**config.mk**
```make
export PLATFORM = sky130hd
export DESIGN_NAME = csr_file
export DESIGN_NICKNAME = d
export VERILOG_FILES = /design/src/rtl/csr_file_pkg.sv /design/src/rtl/csr_file_alu.sv /design/src/rtl/csr_file.sv
export SDC_FILE = /design/constraint.sdc
export NUM_CORES = 1
export LEC_CHECK = 0
export CAP_MARGIN = 5
export CORE_AREA = 2 2 138 113
export CTS_BUF_LIST = sky130_fd_sc_hd__clkbuf_4
export DETAILED_ROUTE_END_ITERATION = 10
export DIE_AREA = 0 0 140 115
export GPL_TIMING_DRIVEN = 0
export PLACE_DENSITY_LB_ADDON = 0.15
export SLEW_MARGIN = 30
export SYNTH_ARGS = -nofsm -noshare
export SYNTH_HDL_FRONTEND = slang
export SYNTH_HIERARCHICAL = 1
export SYNTH_SLANG_ARGS = --single-unit
```
**constraint.sdc**
```tcl
create_clock -name clk -period 6.75 [get_ports clk]
set_input_delay 2.025 -clock clk [delete_from_list [all_inputs] [get_ports clk]]
set_output_delay 2.025 -clock clk [all_outputs]
set_load 0.005 [all_outputs]
```
**src/rtl/csr_file_pkg.sv**
```systemverilog
// csr_file_pkg -- shared definitions for the machine-mode CSR file.
//   CSR address constants, csr_alu_ctr operation encodings, mstatus bit
//   positions and a helper that builds the architectural mstatus read value.
//   Counter addresses are always defined here; whether they are mapped is
//   decided in csr_file by the CSR_COUNTERS_EN macro.
package csr_file_pkg;

  localparam logic [11:0] ADDR_MSTATUS   = 12'h300;
  localparam logic [11:0] ADDR_MTVEC     = 12'h305;
  localparam logic [11:0] ADDR_MSCRATCH  = 12'h340;
  localparam logic [11:0] ADDR_MEPC      = 12'h341;
  localparam logic [11:0] ADDR_MCAUSE    = 12'h342;
  localparam logic [11:0] ADDR_MCYCLE    = 12'hB00;
  localparam logic [11:0] ADDR_MINSTRET  = 12'hB02;
  localparam logic [11:0] ADDR_MCYCLEH   = 12'hB80;
  localparam logic [11:0] ADDR_MINSTRETH = 12'hB82;

  // Odd codes take the zero-extended immediate, even codes take rs1_data.
  typedef enum logic [2:0] {
    OP_RW  = 3'b000,
    OP_RWI = 3'b001,
    OP_RS  = 3'b010,
    OP_RSI = 3'b011,
    OP_RC  = 3'b100,
    OP_RCI = 3'b101
  } csr_op_e;

  localparam int MSTATUS_MIE    = 3;
  localparam int MSTATUS_MPIE   = 7;
  localparam int MSTATUS_MPP_LO = 11;
  localparam int MSTATUS_MPP_HI = 12;

  localparam logic [31:0] MSTATUS_RESET = 32'h0000_1800;

  // Only MIE/MPIE are stored; MPP is hardwired to machine mode (2'b11).
  function automatic logic [31:0] mstatus_pack(input logic mie, input logic mpie);
    logic [31:0] v;
    v = '0;
    v[MSTATUS_MIE] = mie;
    v[MSTATUS_MPIE] = mpie;
    v[MSTATUS_MPP_HI:MSTATUS_MPP_LO] = 2'b11;
    return v;
  endfunction

endpackage

```
**src/rtl/csr_file_alu.sv**
```systemverilog
// csr_alu -- combinational CSR read-modify-write operation.
//   op       : csr_alu_ctr encoding (see csr_op_e)
//   old_val  : current CSR value
//   rs1_data : register source operand
//   zimm     : 5-bit immediate, zero-extended for the odd (immediate) codes
//   new_val  : value to commit; codes 110/111 return old_val unchanged
module csr_alu
  import csr_file_pkg::*;
(
  input  logic [2:0]  op,
  input  logic [31:0] old_val,
  input  logic [31:0] rs1_data,
  input  logic [4:0]  zimm,
  output logic [31:0] new_val
);

  logic [31:0] src;

  always_comb begin
    src = op[0] ? {27'b0, zimm} : rs1_data;
    new_val = old_val;
    case (op)
      OP_RW,  OP_RWI: new_val = src;
      OP_RS,  OP_RSI: new_val = old_val | src;
      OP_RC,  OP_RCI: new_val = old_val & ~src;
      default:        new_val = old_val;
    endcase
  end

endmodule

```
**src/rtl/csr_file.sv**
```systemverilog
// csr_file -- machine-mode CSR file (mstatus, mtvec, mscratch, mepc, mcause).
//   Optional feature macro: CSR_COUNTERS_EN adds mcycle[h]/minstret[h].
// Ports:
//   clk, rst          : rising-edge clock, async active-high reset
//   csr_we            : commit the CSR instruction at this edge
//   csr_alu_ctr       : RW/RWI/RS/RSI/RC/RCI operation select
//   csr_addr          : CSR address (instr[31:20])
//   rs1_data, zimm    : operation sources
//   csr_rdata         : pre-write value of csr_addr (0 if unmapped)
//   trap_valid/cause/pc : synchronous exception entry
//   mret              : return from trap
//   instr_retire      : retirement pulse for minstret
//   trap_vector       : {mtvec[31:2],2'b00}
//   mepc_out          : registered mepc, the MRET target
// No handshake: every input is sampled at each rising edge, and the
// priority among updates is trap_valid > mret > csr_we.
module csr_file
  import csr_file_pkg::*;
(
  input  logic        clk,
  input  logic        rst,
  input  logic        csr_we,
  input  logic [2:0]  csr_alu_ctr,
  input  logic [11:0] csr_addr,
  input  logic [31:0] rs1_data,
  input  logic [4:0]  zimm,
  output logic [31:0] csr_rdata,
  input  logic        trap_valid,
  input  logic [31:0] trap_cause,
  input  logic [31:0] trap_pc,
  input  logic        mret,
  input  logic        instr_retire,
  output logic [31:0] trap_vector,
  output logic [31:0] mepc_out
);

  logic        mie_q;
  logic        mpie_q;
  logic [29:0] mtvec_q;   // bits [1:0] are hardwired zero
  logic [31:0] mscratch_q;
  logic [29:0] mepc_q;    // bits [1:0] are hardwired zero
  logic [31:0] mcause_q;

  logic [31:0] new_val;
  logic        wr_en;

`ifdef CSR_COUNTERS_EN
  logic [63:0] mcycle_q;
  logic [63:0] minstret_q;
`endif

  // A write only lands when neither trap nor mret claims the cycle.
  assign wr_en = csr_we & ~trap_valid & ~mret;

  always_comb begin
    csr_rdata = '0;
    case (csr_addr)
      ADDR_MSTATUS:   csr_rdata = mstatus_pack(mie_q, mpie_q);
      ADDR_MTVEC:     csr_rdata = {mtvec_q, 2'b00};
      ADDR_MSCRATCH:  csr_rdata = mscratch_q;
      ADDR_MEPC:      csr_rdata = {mepc_q, 2'b00};
      ADDR_MCAUSE:    csr_rdata = mcause_q;
`ifdef CSR_COUNTERS_EN
      ADDR_MCYCLE:    csr_rdata = mcycle_q[31:0];
      ADDR_MCYCLEH:   csr_rdata = mcycle_q[63:32];
      ADDR_MINSTRET:  csr_rdata = minstret_q[31:0];
      ADDR_MINSTRETH: csr_rdata = minstret_q[63:32];
`endif
      default:        csr_rdata = '0;
    endcase
  end

  csr_alu u_alu (
    .op       (csr_alu_ctr),
    .old_val  (csr_rdata),
    .rs1_data (rs1_data),
    .zimm     (zimm),
    .new_val  (new_val)
  );

  always_ff @(posedge clk or posedge rst) begin
    if (rst) begin
      mie_q      <= 1'b0;
      mpie_q     <= 1'b0;
      mtvec_q    <= '0;
      mscratch_q <= '0;
      mepc_q     <= '0;
      mcause_q   <= '0;
    end else if (trap_valid) begin
      mepc_q   <= trap_pc[31:2];
      mcause_q <= trap_cause;
      mpie_q   <= mie_q;
      mie_q    <= 1'b0;
    end else if (mret) begin
      mie_q  <= mpie_q;
      mpie_q <= 1'b1;
    end else if (wr_en) begin
      case (csr_addr)
        ADDR_MSTATUS: begin
          mie_q  <= new_val[MSTATUS_MIE];
          mpie_q <= new_val[MSTATUS_MPIE];
        end
        ADDR_MTVEC:    mtvec_q    <= new_val[31:2];
        ADDR_MSCRATCH: mscratch_q <= new_val;
        ADDR_MEPC:     mepc_q     <= new_val[31:2];
        ADDR_MCAUSE:   mcause_q   <= new_val;
        default: ;
      endcase
    end
  end

`ifdef CSR_COUNTERS_EN
  // A write to either half replaces it and suppresses that counter's
  // increment for the cycle; the other half holds.
  always_ff @(posedge clk or posedge rst) begin
    if (rst) begin
      mcycle_q   <= '0;
      minstret_q <= '0;
    end else begin
      if (wr_en && csr_addr == ADDR_MCYCLE)
        mcycle_q[31:0] <= new_val;
      else if (wr_en && csr_addr == ADDR_MCYCLEH)
        mcycle_q[63:32] <= new_val;
      else
        mcycle_q <= mcycle_q + 64'd1;

      if (wr_en && csr_addr == ADDR_MINSTRET)
        minstret_q[31:0] <= new_val;
      else if (wr_en && csr_addr == ADDR_MINSTRETH)
        minstret_q[63:32] <= new_val;
      else if (instr_retire)
        minstret_q <= minstret_q + 64'd1;
    end
  end

  logic unused_bits;
  assign unused_bits = ^trap_pc[1:0];
`else
  logic unused_bits;
  assign unused_bits = ^{trap_pc[1:0], instr_retire};
`endif

  assign trap_vector = {mtvec_q, 2'b00};
  assign mepc_out    = {mepc_q, 2'b00};

endmodule
```
==> run_results.csv, run 1 <==
group,metric,value,unit
worst_setup_path,rr_startpoint,"mepc_q[5]$_DFFE_PP0P_",
cells_and_area,diodes,0,
routing,wl,23.9,mm
routing,remaining_drc_errors,13,
clock_tree,cts_tree,"built",
sta,max_freq,151,MHz
logic_synthesis,yosysWarningCount,6,
clock_tree,clock_latency,0.55,ns
clock_tree,cts-buffers-inserted,17,
clock_tree,cts.clk_slew.worst_paths,0.10,ns
routing,dr_total_vias,6550,
sta,fin_tns_setup,0,ns
sta,rsz0062_at_grt,"no",
global_routing,grt_first_pass_wirelength,36.9,mm
logic_synthesis,yosysTopAreaCell,"dfrtp_1",
power,powerDensity,162,nW/um2
cells_and_area,nNetsFinal,1056,
worst_setup_path,crit_type,"in2out",
sta,slew_headroom,34.7,%
routing,postRouteAntennaNets,0,
floorplan,die_w,140,um
clock_tree,root_buffer,"clkbuf_4",
placement,placed_area,9460,um2
logic_synthesis,seq_area_frac_synth,44.5,%
worst_setup_path,slowest_stage,"clkdlybuf4s50_1",
logic_synthesis,synth_top_area_share,44.5,%
clock_tree,cts.sinks,126,
routing,drtPass1Iterations,8,
global_routing,gr-total-overflow,0,
power,peakVddDrop,122,uV
power,p_leak,4.32,nW
logic_synthesis,synth_area_leaders,"dfrtp_1 44%, mux2i_1 14%, mux2_2 10%, nand2_1 3.7%, a221o_1 3.5%",
worst_setup_path,crit_top_cell,"clkdlybuf4s50_1",
worst_setup_path,start_kind,"input port",
routing,drtIter0Drc,637,
cells_and_area,area_growth,37.6,%
min_path,min_path_cells,1,
clock_tree,clockBufferDepth,2,
min_path,min_from,"mscratch_q[7]$_DFFE_PP0P_",
placement,dp_hpwl,17.1,mm
floorplan,core,14800,um2
clock_tree,htreeDepth,4,
global_routing,grt_max_degree,93,
worst_setup_path,critPathCaptureType,"output pin",
worst_setup_path,critPathArrivalTime,4.59,ns
routing,routed_via_density,5.77,
sta,skew,0.0201,ns
logic_synthesis,avgSynthCellArea,10.1,um2
sta,period_minus_slack,6.62,ns
floorplan,dieArea,16100,um2
global_routing,track_usage,30.0,%
cells_and_area,fin_area,9760,um2
sta,setup_viol,0,
logic_synthesis,yosysUniqueCellTypes,41,
logic_synthesis,ys_seq_elements,126,
routing,wl_per_cell,21.1,um
worst_setup_path,cp_max_fo,10,
sta,worstMarginPinSlew,0.979,ns
floorplan,die_h,115,um
sta,report.final.slew_viol_count,0,
placement,place.gp.congestion,0.938,
min_path,whs_endpoint,"mscratch_q[7]$_DFFE_PP0P_",
status,outcome,"complete, but fails checks",
cells_and_area,layout-drive-gt1-share,13.6,%
sta,min_period_over_period,98.0,%
logic_synthesis,netlist_instances,703,
worst_setup_path,cp_cell_sequence,"clkdlybuf4s50_1, or3b_4, or4_4, clkbuf_8, nor2_1, a221o_1, clkdlybuf4s50_1",
floorplan,rows,40,
worst_setup_path,crit_required,4.72,ns
power,fin_total_pwr,1.58,mW
logic_synthesis,synth_area,7090,um2
floorplan,initial_core_util,48.0,%
status,violations,"DRC",
global_routing,grt_pass1_vias,6829,
min_path,hold_path_class,"reg2reg",
flow_run,cap_violations,0,
sta,finalHoldViolCount,0,
worst_setup_path,ff2ff_setup_slack,4.93,ns
worst_setup_path,worstRegToRegCells,8,
floorplan,io_pins,218,
worst_setup_path,reg2reg_to,"mpie_q$_DFFE_PP0P_",
worst_setup_path,cp_slowest_stage_delay,0.52,ns
placement,place.port_buffers,208,
global_routing,antenna_found_initial,0,
[synth_stat cells]
library cell,number
a21oi_1,35
a221o_1,25
a22o_1,3
a22oi_1,3
and4bb_1,1
buf_1,4
buf_2,11
buf_4,4
buf_6,8
clkbuf_1,32
clkbuf_2,2
conb_1,1
dfrtp_1,126
inv_1,35
mux2_2,64
mux2i_1,96
nand2_1,70
nand2b_1,29
nand3_1,2
nand4b_1,1
nand4bb_1,2
nor2_1,30
nor2b_1,3
nor3_1,1
nor3b_1,1
nor4_1,4
nor4_2,1
nor4_4,1
nor4bb_1,1
o211ai_1,2
o21ai_0,42
o21ai_1,21
o22ai_1,32
o311ai_0,2
o41a_1,1
o41ai_1,1
or2_1,1
or3_1,1
or3b_1,1
or4_1,2
or4bb_1,1
[flip-flops by register name, indices dropped and copies added (netlist names)]
| signal | cells |
|---|---|
| mie_q | 1 |
| mpie_q | 1 |
| mtvec_q | 30 |
| mcause_q | 32 |
| mscratch_q | 32 |
| mepc_q | 30 |
[power by group]
part	internal (mW)	switching [mW]
logic	0.143	0.130
registers	0.789	0.0263
clock network	0.221	0.270
[repair_timing]
item                       CTS  global route
cloned                       0             0
pin swaps                    3             0
buffers inserted             3             0
gates resized for setup     14             1
setup endpoints to repair   29             9
hold buffers                 0             0
[per-stage QoR]
stage | cells | utilization, % | setup WS [ns] | hold slack [ns]
final | 1136 | 66.1 | 0.133 | 0.521
after global routing | 1136 | 66.1 | 0.0347 | 0.535
after CTS | 1138 | 66.1 | 0.0259 | 0.517
after detailed placement | 1104 | 64.0 | -0.657 | 0.495
after global placement | 1103 | 63.8 | -0.603 | 0.488
after floorplan | 706 | - | 1.13 | 0.471
[logic make-up (layout without fill, tap and decap cells)]
family                 Yosys count  in the layout  share of synthesized area (%)
DFF                            126            126                           44.5
muxes                          160            160                           23.7
AOI/OAI and AO/OA              167            167                           14.7
other                            1              4                         0.0529
and+or+nand+nor                153            153                           10.7
buffers and inverters           96            337                           6.37
[layer usage]
layer  GRT usage [%]  wire (um)
met5               0          0
met4            9.36        337
met3            6.75       2100
met2            49.1      11200
met1            40.4      10300
[layout by cell type, fill, tap and decap left out, drive strengths merged, types with 3 or more instances in the layout]
cell type	n
nor4	6
nor2b	3
mux2	64
conb	4
nand2b	29
clkinv	10
mux2i	96
inv	35
nand2	70
a22oi	3
clkdlybuf4s50	206
a21oi	35
buf	31
a221o	25
o21ai	63
o22ai	32
a22o	3
dfrtp	126
clkbuf	51
nor2	30
[worst max-delay path by stage]
stage / slack [ns] / from / endpoint / cells after the start
after floorplan: 1.13 / csr_addr[5] / csr_rdata[26] / 6
after global placement: -0.60 / csr_addr[3] / csr_rdata[26] / 8
after detailed placement: -0.66 / csr_addr[3] / csr_rdata[26] / 8
after CTS: 0.03 / csr_addr[6] / csr_rdata[2] / 8
after global routing: 0.03 / csr_addr[5] / csr_rdata[1] / 7
final: 0.13 / csr_addr[6] / csr_rdata[2] / 7
[final cells by class]
cell class,instances,area [um2]
timing repair buffer,212,2130
clock inverter,12,101
clock buffer,20,150
fill,1146,5010
inverter,35,139
sequential,126,3150
buffer,58,334
tap,189,236
multi-input combinational,484,3510
[worst max-delay path, delay by kind of cell]
kind                   cells  cell delay (ns)
and+or+nand+nor            3             1.12
AOI/OAI and AO/OA          1             0.19
buffers and inverters      3             1.24
Note: power is estimated with default switching activity, not from simulation.
==> run 2, diff against run 1 <==
CELL_PAD_IN_SITES_DETAIL_PLACEMENT = 1   (was not set)
CELL_PAD_IN_SITES_GLOBAL_PLACEMENT = 2   (was not set)
CORE_AREA = 2 2 178 145   (was 2 2 138 113)
DIE_AREA = 0 0 180 147   (was 0 0 140 115)
==> run 2 against run 1 <==
Net effect: the run now ends clean; via count fell by 4.5%; maximum frequency down 0.36%; cell area is 1.4% higher; die area increased by 64%; power is 1.7% lower; global-route usage fell by 8.4 points; count of clock-buffer cells in the layout decreased by 2; first-iteration DRC count down 50%; wire length rose by 19%; cell count rose by 12%; flip-flop and latch count unchanged; largest power group unchanged.
==> run_results.csv, run 2 (synthesis results as in run 1) <==
group,metric,value,unit
status,outcome,"finished clean",
cells_and_area,reg_top3,"mcause_q: 32 flops, mscratch_q: 32 flops",
routing,drtPass1Iterations,7,
floorplan,die_h,147,um
placement,placed_area,9630,um2
clock_tree,cts.clk_slew.worst_paths,0.09,ns
cells_and_area,area_growth,39.5,%
worst_setup_path,critPathCaptureType,"output pin",
clock_tree,clockBufferDepth,2,
routing,postRouteAntennaNets,0,
power,peakVddDrop,69.7,uV
power,powerDensity,157,nW/um2
sta,max_freq,151,MHz
global_routing,grt_pass1_vias,6680,
routing,drtIter0Drc,316,
floorplan,dieArea,26500,um2
worst_setup_path,rr_startpoint,"mepc_q[1]$_DFFE_PP0P_",
sta,finalHoldViolCount,0,
min_path,whs_endpoint,"mscratch_q[1]$_DFFE_PP0P_",
global_routing,track_usage,21.6,%
sta,fin_hold_ws,0.516,ns
sta,setup_viol,0,
floorplan,rows,52,
worst_setup_path,cp_slowest_stage_delay,0.52,ns
cells_and_area,final_common_cell,"clkdlybuf4s50_1",
placement,dp_hpwl,20.4,mm
cells_and_area,fin_area,9890,um2
min_path,hold_path_class,"reg2reg",
clock_tree,htreeDepth,4,
sta,slew_headroom,39.1,%
worst_setup_path,critPathArrivalTime,4.62,ns
placement,place.gp.congestion,0.801,
placement,place.port_buffers,208,
clock_tree,root_buffer,"clkbuf_4",
worst_setup_path,crit_required,4.72,ns
floorplan,die_w,180,um
sta,rsz0062_at_grt,"no",
clock_tree,cts-buffers-inserted,17,
cells_and_area,final_cell_mix,"206 x clkdlybuf4s50_1, 126 x dfrtp_1, 96 x mux2i_1",
sta,period_minus_slack,6.64,ns
worst_setup_path,cp_cell_sequence,"clkdlybuf4s50_1, or3_1, clkbuf_1, and4bb_1, clkbuf_2, a221o_1, clkdlybuf4s50_1",
worst_setup_path,slowest_stage,"clkdlybuf4s50_1",
cells_and_area,nNetsFinal,1054,
routing,dr_total_vias,6258,
global_routing,grt_max_degree,85,
power,p_leak,4.29,nW
sta,min_period_over_period,98.4,%
worst_setup_path,cp_max_fo,10,
flow_run,cap_violations,0,
floorplan,initial_core_util,28.6,%
worst_setup_path,start_kind,"input port",
routing,remaining_drc_errors,0,
cells_and_area,layout-drive-gt1-share,13.9,%
global_routing,antenna_found_initial,1,
clock_tree,clock_latency,0.55,ns
sta,skew,0.0166,ns
min_path,min_path_cells,1,
floorplan,io_pins,218,
sta,report.final.slew_viol_count,0,
global_routing,grt_first_pass_wirelength,42.4,mm
worst_setup_path,crit_type,"in2out",
routing,wl_per_cell,22.5,um
min_path,min_from,"mscratch_q[1]$_DFFE_PP0P_",
clock_tree,cts.sinks,126,
worst_setup_path,crit_top_cell,"clkdlybuf4s50_1",
global_routing,gr-total-overflow,0,
routing,wl,28.5,mm
worst_setup_path,ff2ff_setup_slack,4.71,ns
floorplan,core,24800,um2
worst_setup_path,reg2reg_to,"mie_q$_DFFE_PP0P_",
clock_tree,cts_tree,"built",
routing,routed_via_density,4.94,
worst_setup_path,worstRegToRegCells,8,
sta,worstMarginPinSlew,0.913,ns
clock_tree,ctsHoldBuffers,0,
[run 2: stage by stage]
| stage | setup TNS [ns] | utilization [%] | power (mW) | setup slack, ns | cells |
|---|---|---|---|---|---|
| after global routing | 0 | 39.9 | 1.64 | 0.000945 | 1267 |
| after floorplan | 0 | - | 0.943 | 1.13 | 706 |
| final | 0 | 39.9 | 1.55 | 0.109 | 1267 |
| after global placement | -130.74 | 38.7 | 1.11 | -0.929 | 1238 |
| after detailed placement | -12.57 | 38.9 | 1.11 | -0.577 | 1239 |
| after CTS | 0 | 39.8 | 1.58 | 0.00481 | 1268 |
[run 2: worst max-delay path: cells and delay by family]
family                 cells  cell delay (ns)
AOI/OAI and AO/OA          1             0.30
buffers and inverters      4             1.51
and+or+nand+nor            2             0.78
[run 2: repair_timing]
action,CTS,global route
pin swaps,2,0
resized for setup,12,4
endpoints found under the setup margin,30,28
buffers inserted,2,0
[run 2: worst max-delay path by stage]
stage            startpoint                       to  slack (ns)
2_1_floorplan   csr_addr[5]            csr_rdata[26]        1.13
3_3_place_gp            rst  mtvec_q[18]$_DFFE_PP0P_       -0.93
3_5_place_dp    csr_addr[2]            csr_rdata[24]       -0.58
4_1_cts         csr_addr[6]            csr_rdata[30]       0.005
5_1_grt        csr_addr[10]            csr_rdata[25]      0.0009
6_report        csr_addr[5]            csr_rdata[12]        0.11
[run 2: power breakdown]
| group | switching [mW] | total, mW | internal (mW) |
|---|---|---|---|
| clock | 0.285 | 0.457 | 0.172 |
| combinational | 0.137 | 0.280 | 0.143 |
| sequential | 0.0264 | 0.815 | 0.789 |
[run 2: layout make-up]
type | instances | area (um2)
Antenna cell | 1 | 2.50
Buffer | 57 | 325
Clock buffer | 18 | 135
Clock inverter | 11 | 78.8
Fill cell | 2842 | 14900
Inverter | 35 | 139
Multi-Input combinational cell | 484 | 3530
Sequential cell | 126 | 3150
Tap cell | 324 | 405
Timing Repair Buffer | 211 | 2120
[run 2: routing by layer]
| metal | vias up | part of all wire (%) | track usage, % |
|---|---|---|---|
| met4 | 0 | 1.0 | 4.72 |
| met1 | 3090 | 49 | 31.7 |
| met3 | 19 | 6.2 | 4.26 |
| met5 | - | 0 | 0 |
| li1 | 2968 | - | - |
| met2 | 181 | 44 | 33.0 |
